File: config.mk
export PLATFORM = sky130hd
export DESIGN_NAME = elapsed_timer_mmss
export DESIGN_NICKNAME = d
export VERILOG_FILES = /design/src/rtl/elapsed_timer_mmss.sv
export SDC_FILE = /design/constraint.sdc
export NUM_CORES = 1
export LEC_CHECK = 0
export ABC_AREA = 1
export BUFFER_PORTS_ARGS = -buffer_cell sky130_fd_sc_hd__buf_4
export CAP_MARGIN = 30
export CORE_ASPECT_RATIO = 0.9
export CORE_MARGIN = 10
export CORE_UTILIZATION = 40
export DETAILED_ROUTE_END_ITERATION = 7
export PLACE_DENSITY_LB_ADDON = 0.25
export SLEW_MARGIN = 40
export SYNTH_ARGS = -nofsm -noshare
export SYNTH_HDL_FRONTEND = slang
export SYNTH_SLANG_ARGS = --single-unit
File: constraint.sdc
create_clock -name clock -period 3.7 [get_ports clock]
set_input_delay 0.185 -clock clock [delete_from_list [all_inputs] [get_ports clock]]
set_output_delay 0.185 -clock clock [all_outputs]
set_load 0.01 [all_outputs]
File: src/rtl/elapsed_timer_mmss.sv
// MM:SS up-counting elapsed timer: four cascaded BCD digits stepped by a 1 Hz tick, start/stop/clear control,
// limit match. All outputs registered, one-edge latency; no backpressure, commands are level-sampled every clock.
module elapsed_timer_mmss (
  input  logic        clock,
  input  logic        reset,
  input  logic        tick,
  input  logic        start,
  input  logic        stop,
  input  logic        clear,
  input  logic [15:0] limit_bcd,
  output logic [15:0] time_bcd,
  output logic        running,
  output logic        done,
  output logic        wrap
);

  typedef enum logic [1:0] {IDLE, RUNNING, PAUSED, DONE} state_t;

  state_t      state, state_nxt;
  logic [15:0] limit_q, limit_nxt;
  logic [15:0] count_nxt, inc_val;
  logic        inc_wrap, done_nxt, wrap_nxt, limit_ok;

  // Compares use >= so a digit can never step past its modulus.
  always_comb begin
    inc_val  = time_bcd;
    inc_wrap = 1'b0;
    if (time_bcd[3:0] >= 4'd9) begin
      inc_val[3:0] = 4'd0;
      if (time_bcd[7:4] >= 4'd5) begin
        inc_val[7:4] = 4'd0;
        if (time_bcd[11:8] >= 4'd9) begin
          inc_val[11:8] = 4'd0;
          if (time_bcd[15:12] >= 4'd5) begin
            inc_val[15:12] = 4'd0;
            inc_wrap       = 1'b1;
          end else begin
            inc_val[15:12] = time_bcd[15:12] + 4'd1;
          end
        end else begin
          inc_val[11:8] = time_bcd[11:8] + 4'd1;
        end
      end else begin
        inc_val[7:4] = time_bcd[7:4] + 4'd1;
      end
    end else begin
      inc_val[3:0] = time_bcd[3:0] + 4'd1;
    end
  end

  // A zero or non-BCD limit disables matching entirely.
  assign limit_ok = (limit_q != 16'h0000) &&
                    (limit_q[15:12] <= 4'd5) && (limit_q[11:8] <= 4'd9) &&
                    (limit_q[7:4]   <= 4'd5) && (limit_q[3:0]  <= 4'd9);

  always_comb begin
    state_nxt = state;
    count_nxt = time_bcd;
    limit_nxt = limit_q;
    done_nxt  = 1'b0;
    wrap_nxt  = 1'b0;
    if (clear) begin
      state_nxt = IDLE;
      count_nxt = 16'h0000;
    end else if (stop) begin
      if (state == RUNNING) state_nxt = PAUSED;
    end else if (start && (state == IDLE || state == PAUSED)) begin
      state_nxt = RUNNING;
      if (state == IDLE) limit_nxt = limit_bcd;
    end else if (tick && state == RUNNING) begin
      count_nxt = inc_val;
      wrap_nxt  = inc_wrap;
      if (limit_ok && inc_val == limit_q) begin
        state_nxt = DONE;
        done_nxt  = 1'b1;
      end
    end
  end

  always_ff @(posedge clock or negedge reset) begin
    if (!reset) begin
      state    <= IDLE;
      limit_q  <= 16'h0000;
      time_bcd <= 16'h0000;
      running  <= 1'b0;
      done     <= 1'b0;
      wrap     <= 1'b0;
    end else begin
      state    <= state_nxt;
      limit_q  <= limit_nxt;
      time_bcd <= count_nxt;
      running  <= (state_nxt == RUNNING);
      done     <= done_nxt;
      wrap     <= wrap_nxt;
    end
  end

endmodule

==> out/results.ini <==
[place]
post-place-ws_ps=1553
dp.final_hpwl_mm=4.588
portBuffers=40
place.gp.congestion=0.8630

[sta]
setup_ws_ps=1532
clock.fmax_mhz=461.3
setup_viol=0
worst_pin_slew_ps=757.5
hold_ws_ps=114.1
tns_ps=0
skew_ps=8.838
rsz0062_at_grt=no
period_share_pct=58.59
maxSlewHeadroom_pct=49.49
slew_violations=0
final-hold-violation-count=0
period_needed_ps=2168

[floorplan]
die_area_um2=9408
initial_core_util_pct=41.39
num_io_pins=41
die_y_um=93.02
core_area_um2=5725
die_x_um=101.1
placementRows=26

[global_route]
grt_pass1_vias=2160
antenna_found_initial=0
grt_max_degree=38
grtUsageTotal_pct=12.87
grt_pass1_wl_mm=9.977
overflow=0

[cells_and_area]
fin_nets=391
post-route-util_pct=49.98
multi_input_comb_area_um2=1284
syn2layout_area_growth_pct=20.75
layout_common_cells=nand2_1 (90), buf_4 (40), inv_1 (38), dfrtp_1 (37), nor2_1 (31)
diodes=0
fill_cells=585
ff_latch_area_um2=925.9
final_common_cell=nand2_1
drive_gt1_share_pct=19.55

[routing]
wl_met2_mm=2.537
via_count=2143
met3_length_um=367
drtIter0Drc=111
dr.max_layer_used=met4
via_per_inst=5.007
wl_mm=5.814
wl_met1_mm=2.852
ant_nets=0
detail_route.wl_per_cell_um=13.58
drt_pass1_iterations=4
drc=0

[worst_hold_path]
hp-class=in2reg
min_delay_path_depth=2
min_from=limit_bcd[8]
hold_path_end=limit_q[8]

[yosys]
mappedNetlistNets=348
ys_warn_count=0
ys_ff_latch=37
seq_area_frac_synth_pct=39.07
syn_inst=314
syn_area_um2=2370
syn_area_per_cell_um2=7.547
synth_cell_types=27

[worst_setup_path]
crit_path_end_kind=flip-flop
cp_common_cell=nand2_1
path_delay_family=simple AND/OR/NAND/NOR gates
crit_path_cell_trace=inv_1, ha_1, a21oi_4, nand2_4, nor2_4, nand2_1, nand3_1, nand2_1, nor2_2, nand3_1, nor2_1, nand2_1, nand2_2, nor2_2
cp_max_fo=10
slowest_delay_ps=420
start_kind=flip-flop
r2r_slack_ps=1530
reg2reg_to=running
r2r_cells=14
path_buf_inv=1
required_ps=3880
crit_arrival_ps=2350
cp_slowest_cell=dfrtp_1
worstSetupPathDepth=14
path_class=reg2reg
rr_startpoint=time_bcd[0]

[cts]
cts_made_buffers=5
cts_root_buffer=clkbuf_8
postCtsHoldBufs=1
clk_latency_ps=290
cts.clk_slew.worst_paths_ps=80
cts_tree=built
cts-resized-gates=0
htreeDepth=2
clock_sinks=37
postCtsSetupRepairBufs=0
cts_buffer_depth=2

[status]
outcome=complete, no violations

[power_and_ir_drop]
p_total_w=0.0009890
p_per_area_nw_per_um2=345.6
power.leakage_nw=1.480
vdd_drop_max_uv=229.9

[job]
maxCapViolations=0

[where the power goes]
group	switching (W)	internal, W
Clock	0.000151	0.000202
Sequential	0.0000453	0.000442
Combinational	0.0000762	0.0000716
[flip-flops by register name, indices dropped and copies added, names as in the netlist]
name / cells
limit_q: 16
time_bcd: 16
done: 1
running: 1
wrap: 1
state: 2
[cells in the mapped netlist (all sizes together)]
| library cell | count | area share, % |
|---|---|---|
| xor2 | 2 | 0.74 |
| o22ai | 14 | 3.7 |
| nand4 | 3 | 1.1 |
| o221ai | 1 | 0.37 |
| mux2 | 8 | 3.8 |
| nand3b | 10 | 3.2 |
| nand2 | 94 | 16 |
| a21oi | 15 | 3.6 |
| a21boi | 1 | 0.32 |
| nand3 | 27 | 6.2 |
| ha | 12 | 6.3 |
| nor3 | 1 | 0.21 |
| dfrtp | 37 | 39 |
| buf | 1 | 0.48 |
| o21ai | 10 | 2.3 |
| inv | 38 | 6.0 |
| clkbuf | 4 | 0.63 |
| nor2 | 36 | 6.4 |
[area by class of cell]
class / instances / share of cell area [%]
Clock inverter: 2 / 1.355
Tap cell: 70 / 3.061
Timing Repair Buffer: 41 / 10.84
Inverter: 38 / 4.985
Sequential cell: 37 / 32.36
Clock buffer: 6 / 2.536
Multi-Input combinational cell: 234 / 44.86
[stage by stage]
stage | instance area, µm² | instances
2_1_floorplan | 2370 | 314
3_3_place_gp | 2731 | 419
3_5_place_dp | 2740 | 419
4_1_cts | 2861 | 428
5_1_grt | 2861 | 428
6_report | 2861 | 428
[worst max-delay path by stage]
stage | from | endpoint | slack (ps)
after floorplan | time_bcd[0] | running | 1770
after global placement | time_bcd[4] | running | 1580
after detailed placement | time_bcd[0] | running | 1550
after CTS | time_bcd[0] | running | 1540
after global routing | time_bcd[0] | running | 1260
final | time_bcd[0] | running | 1530
[cells by family after synthesis]
family	count (synthesis)	share of synthesized area, %
compound gates	41	10.30
xor+xnor	2	0.7393
fa+ha+maj	12	6.336
buf+inv	43	7.128
flops	37	39.07
mux	8	3.802
simple gates	171	32.63
[layer usage]
metal  track usage, %  up-vias
met1            17.22      979
met5                0        -
li1                 -     1105
met4            3.944        0
met2            19.29       55
met3            4.047        4
Note: power is estimated with default switching activity, not from simulation.
